===== src/rtl/serial_compare_ctrl.sv =====
// Serial magnitude comparator: walks both operands one nibble per cycle, MSB first,
// through a single DataCompare4. Optional macro SERIAL_CMP_EARLY_EXIT_EN ends the walk at the first unequal nibble.

module DataCompare4 (
    input  logic [3:0] iData_a,
    input  logic [3:0] iData_b,
    input  logic [2:0] iData,
    output logic [2:0] oData
);
    always_comb begin
        if (iData_a > iData_b)
            oData = 3'b100;
        else if (iData_a < iData_b)
            oData = 3'b010;
        else
            oData = iData;
    end
endmodule

module serial_compare_ctrl #(
    parameter int N_NIB = 4
) (
    input  logic               iClk,
    input  logic               iRst,
    input  logic               iStart,
    input  logic [4*N_NIB-1:0] iData_a,
    input  logic [4*N_NIB-1:0] iData_b,
    output logic               oBusy,
    output logic               oDone,
    output logic [2:0]         oData
);
    localparam logic [2:0] IDX_MSB = 3'(N_NIB - 1);

    typedef enum logic [1:0] {IDLE, RUN, DONE} state_t;

    state_t             r_state;
    logic [2:0]         r_idx;
    logic [4*N_NIB-1:0] r_a;
    logic [4*N_NIB-1:0] r_b;
    logic               r_busy;
    logic               r_done;
    logic [2:0]         r_data;
`ifndef SERIAL_CMP_EARLY_EXIT_EN
    logic [2:0]         r_first;
`endif

    logic [4*N_NIB-1:0] w_a_sh;
    logic [4*N_NIB-1:0] w_b_sh;
    logic [2:0]         w_cmp;

    assign w_a_sh = r_a >> {r_idx, 2'b00};
    assign w_b_sh = r_b >> {r_idx, 2'b00};

    DataCompare4 u_cmp (
        .iData_a (w_a_sh[3:0]),
        .iData_b (w_b_sh[3:0]),
        .iData   (3'b001),
        .oData   (w_cmp)
    );

    always_ff @(posedge iClk or posedge iRst) begin
        if (iRst) begin
            r_state <= IDLE;
            r_idx   <= 3'd0;
            r_a     <= '0;
            r_b     <= '0;
            r_busy  <= 1'b0;
            r_done  <= 1'b0;
            r_data  <= 3'b000;
`ifndef SERIAL_CMP_EARLY_EXIT_EN
            r_first <= 3'b001;
`endif
        end else begin
            case (r_state)
                IDLE, DONE: begin
                    r_done <= 1'b0;
                    if (iStart) begin
                        r_a     <= iData_a;
                        r_b     <= iData_b;
                        r_idx   <= IDX_MSB;
                        r_busy  <= 1'b1;
                        r_state <= RUN;
`ifndef SERIAL_CMP_EARLY_EXIT_EN
                        r_first <= 3'b001;
`endif
                    end else begin
                        r_state <= IDLE;
                    end
                end
                RUN: begin
`ifdef SERIAL_CMP_EARLY_EXIT_EN
                    if (w_cmp != 3'b001 || r_idx == 3'd0) begin
                        r_state <= DONE;
                        r_busy  <= 1'b0;
                        r_done  <= 1'b1;
                        r_data  <= w_cmp;
                    end else begin
                        r_idx <= r_idx - 3'd1;
                    end
`else
                    // The most significant unequal nibble decides; later nibbles are don't-care.
                    if (r_first == 3'b001)
                        r_first <= w_cmp;
                    if (r_idx == 3'd0) begin
                        r_state <= DONE;
                        r_busy  <= 1'b0;
                        r_done  <= 1'b1;
                        r_data  <= (r_first == 3'b001) ? w_cmp : r_first;
                    end else begin
                        r_idx <= r_idx - 3'd1;
                    end
`endif
                end
                default: r_state <= IDLE;
            endcase
        end
    end

    assign oBusy = r_busy;
    assign oDone = r_done;
    assign oData = r_data;

endmodule


===== config.mk =====
export PLATFORM = sky130hd
export DESIGN_NAME = serial_compare_ctrl
export DESIGN_NICKNAME = d
export VERILOG_FILES = /design/src/rtl/serial_compare_ctrl.sv
export SDC_FILE = /design/constraint.sdc
export NUM_CORES = 1
export LEC_CHECK = 0
export CORE_UTILIZATION = 50
export CTS_BUF_LIST = sky130_fd_sc_hd__clkbuf_4
export CTS_CLUSTER_DIAMETER = 150
export DETAILED_ROUTE_END_ITERATION = 7
export GPL_TIMING_DRIVEN = 1
export PLACE_DENSITY = 0.77
export SLEW_MARGIN = 20
export SYNTH_ARGS = -nofsm -noshare
export SYNTH_HDL_FRONTEND = slang
export SYNTH_SLANG_ARGS = --single-unit

===== constraint.sdc =====
create_clock -name iClk -period 6.88 [get_ports iClk]
set_input_delay 1.376 -clock iClk [delete_from_list [all_inputs] [get_ports iClk]]
set_output_delay 1.376 -clock iClk [all_outputs]
set_load 0.02 [all_outputs]

## Word-level counts from Yosys, hierarchy flattened

Index checks and enable logic that the tools add are counted.

- Register bits after elaboration: 45
- Logic and storage cells: 45
- Input bits: 35

- Equality and inequality tests: 6
- $add $sub $neg: 1
- $lt $le $gt $ge: 2
- Reductions and logical operators: 10
- Shift-type cells: 2
- Mux-type cells: 16

Operators with widths:

| operator | count |
|---|---|
| $shr A16 B5 Y4 | 2 |
| $mux W3 | 5 |
| $pmux W3 S2 | 2 |
| $reduce_and A2 Y1 | 4 |
| $ne A2 B2 Y1 const B | 3 |
| $reduce_and A3 Y1 | 2 |
| $gt A4 B4 Y1 | 1 |
| $lt A4 B4 Y1 | 1 |
| $mux W1 | 4 |
| $mux W2 | 2 |
| $pmux W1 S2 | 2 |
| $pmux W2 S2 | 1 |
| $eq A3 B1 Y1 const B | 1 |
| $logic_not A3 Y1 | 1 |
| $sub A3 B1 Y3 const B | 1 |
| $eq A2 B1 Y1 const B | 1 |
| $eq A2 B2 Y1 const B | 1 |
| $logic_not A2 Y1 | 1 |
| $reduce_bool A2 Y1 | 1 |
| $reduce_or A2 Y1 | 1 |

## Longest topological paths before layout

- Word-level depth: 6
- Depth in mapped cells: 8
- Mapped depth without buffers: 7

## Modules after synthesis

A second synthesis with hierarchy kept.

- Cell total of the unflattened synthesis: 230
- Area total of the unflattened synthesis: 2187.1 um^2

By module, submodules not included:

| module | area an instance (um^2) | sequential area each (um^2) | cells an instance | times used |
|---|---|---|---|---|
| serial_compare_ctrl | 2049.5 | 1127.3 | 213 | 1 |
| DataCompare4 | 137.6 | 0.0 | 17 | 1 |

## Least setup slack after synthesis

Ideal clock, no wire load.

- Kind: in2reg
- From: in iStart
- To: reg r_a[0]
- Arrival time: 2.183 ns
- Library setup time: 0.127 ns
- Stages on the path: 4
- Slack: 4.570 ns
- Data required time: 6.753 ns
- Cells stage by stage: nor2b_1 > buf_4 > buf_4 > mux2_1

- Longest elaborated chain between the ends: 1

Ends and longest elaborated chain:

| what | RTL line | text |
|---|---|---|
| from (decl) | 25 | `input logic iStart,` |
| $reduce_and A2 Y1 (no source line) | -- |  |
| to (signal assigned) | 78 | `r_a <= iData_a;` |
| to (decl) | 38 | `logic [4*N_NIB-1:0] r_a;` |

Every way passes these cells.
A chain may end at the register's enable or synchronous reset.

## Final worst setup path

- From: in iStart
- To: reg r_a[12]

Same word-level chain as after synthesis.

==> results by group <==
STA
  • Final count of pins violating max slew: 0
  • Clk_skew: 0.00732 ns
  • Relative slew slack: 0.338
  • Fmax: 0.353 GHz
  • RSZ-0062 raised after global routing: false
  • Sum Neg Setup Slack: 0 ns
  • Slew @ Worst Pin: 0.990 ns
  • Final setup fails: 0
  • Fin crit share: 0.411
  • Final Critical Period: 2.83 ns
  • Worst hold slack: 0.487 ns
  • Final hold violation count: 0

Die
  • DIE AREA: 4460 um2
  • Core ar.: 4030 um2
  • Die Y: 66.8 um
  • Rows: 23
  • Io pins: 40
  • Initial Utilization: 0.521
  • Die width: 66.8 um

Clocking
  • CTS tree: done
  • CTS sink cnt: 45
  • Root Buffer: clkbuf_4
  • Setup Fix Bufs, Post-CTS: 0
  • Clock insertion delay at the later pin of the skew report: 0.36 ns
  • Clk buf depth: 2
  • CTS resizes: 0
  • Clk pin slew, worst setup/hold paths: 0.12 ns
  • Post-CTS Hold Fix Bufs: 0
  • Htree depth: 2
  • TritonCTS Buffers: 5

Worst setup path
  • CP Max Fanout: 39
  • Setup CP Type: in -> reg
  • CP arrival: 3.08 ns
  • Critical Path Start Type: primary input
  • WP data required: 7.13 ns
  • Setup crit end kind: register

Detailed routing
  • Wire per inst: 15.7 um
  • Starting DRC count in detailed routing: 70
  • Antenna-violating nets left: 0
  • Via density: 5.55
  • DR pass1 iterations: 6
  • Vias: 1342
  • Total wire length: 3800 um
  • # DRC: 0

Finish
  • Ant diodes: 0
  • Nets@finish: 232
  • Share of layout cells above drive strength 1: 0.255
  • Area occupied by multi-input gates: 913 um2
  • Fillers: 311
  • Seq. cell area: 1130 um2
  • Area delta synth->final: 23.2%
  • Fin util: 0.642

Run status
  • Status: finished, final reports clean

Hold path
  • Hold Crit Class: reg -> reg

Logic synthesis
  • Most used DFF post-synth: dfrtp_1
  • Ys Warns: 0
  • Syn Inst Count: 151
  • Post-Syn Area: 2100 um2
  • Synth Net Count: 192
  • Top cells by area, synth: dfrtp_1 52%, mux2_2 16%, mux4_2 8.6%, ha_1 3.6%, mux2_1 2.1%
  • EDFF count, synth: 0
  • Post-synth cell types: 30
  • Top cell type's share of synthesized area: 0.524
  • FF+latch count, synth: 45
  • Post-synthesis sequential area ratio: 0.537
  • Synth area leader: dfrtp_1
  • Average size of a mapped cell: 13.9 um2
  • Asr flop ratio synth: 1.00

Place
  • GPL Wtd Cong: 0.716
  • PortBufs: 39
  • DPL Wire Length: 2820 um

Power
  • Static Leakage: 1.10 nW
  • Total power draw: 1.19 mW
  • Peak VDD IR: 0.175 mV
  • PD cells: 460 nW/um2

GRT
  • Largest net degree at the start of global routing: 46
  • Vias in the first global route: 1376
  • Initial antenna violation count: 0
  • Grt total ovfl: 0
  • First-pass GRT wire length: 6400 um
  • GRT Util Overall: 0.201

Job
  • Max-cap violations: 0
cells in the mapped netlist, types with 3 or more instances:
cell and number:
buf_2 3, buf_4 3, dfrtp_1 44, ha_1 6, inv_1 7, mux2_1 4, mux2_2 29, mux4_2 8
nand2_1 4, nand2b_1 5, nor2_1 6, nor2b_1 6, o21ai_0 4
layer usage:
metal  global-route usage  wire length [um]
met1                0.224              1540
met2                0.356              2050
met3               0.0599               151
met4               0.0798                57
met5                    0                 0
critical path: stages:
cell and delay, ns:
clkdlybuf4s50_1 0.46, nor2b_4 0.80, mux2_2 0.42
sequential cells by signal (all words and copies together) (netlist names):
signal,cells
r_first,3
r_a,16
oData,3
r_b,16
oDone,1
oBusy,1
r_idx,3
r_state,2
power by group:
group | internal [mW] | leakage, nW | switching [mW] | total [mW]
clock | 0.0527 | 0.0368 | 0.0788 | 0.131
combinational | 0.324 | 0.529 | 0.242 | 0.566
sequential | 0.397 | 0.530 | 0.0961 | 0.493
total | 0.773 | 1.10 | 0.417 | 1.19
cell type report:
class / instances / share of cell area
Timing Repair Buffer: 40 / 0.154
Multi-Input combinational cell: 92 / 0.353
Inverter: 7 / 0.0102
Sequential cell: 45 / 0.436
Clock buffer: 8 / 0.0232
Tap cell: 50 / 0.0242
path summary, 6_finish.rpt:
path,start,to,slack [ns],cells after the start
setup reg to reg,r_idx[0]$_DFFE_PP0P_,r_first[2]$_DFFE_PP0P_,4.22,7
min in group asynchronous,iRst,r_b[7]$_DFFE_PP0P_,1.45,3
hold / removal,r_state[1]$_DFFE_PP0N_,r_first[2]$_DFFE_PP0P_,0.49,1
max in group asynchronous,iRst,r_first[0]$_DFFE_PP1P_,5.05,3
setup / recovery,iStart,r_a[12]$_DFFE_PP0P_,4.05,3
hold reg to reg,r_state[1]$_DFFE_PP0N_,r_first[2]$_DFFE_PP0P_,0.49,1
placed cells by master (no fill, tap or decap), drive strengths merged, types with 2 or more instances in the layout:
master	count
nor3	2
clkdlybuf4s50	39
nor2b	6
a21oi	2
nand2b	5
nor2	6
nand2	4
nand4	2
mux2	33
clkbuf	8
dfrtp	44
mux4	8
a31oi	2
a21o	2
o21ai	4
ha	6
inv	6
metrics by stage:
step	worst slack [ns]	instance area, um2	std cells
5_1_grt	3.97	2590	242
4_1_cts	4.05	2590	242
3_5_place_dp	3.66	2530	234
3_3_place_gp	3.71	2530	234
2_1_floorplan	4.45	2100	151
6_report	4.05	2590	242
logic make-up after synthesis:
family          after synthesis  share of synthesized area
mux                          41                      0.263
simple gates                 29                     0.0810
buf+inv                      14                     0.0322
flops                        45                      0.537
fa+ha+maj                     6                     0.0357
compound gates               16                     0.0518
Note: power is estimated with default switching activity, not from simulation.
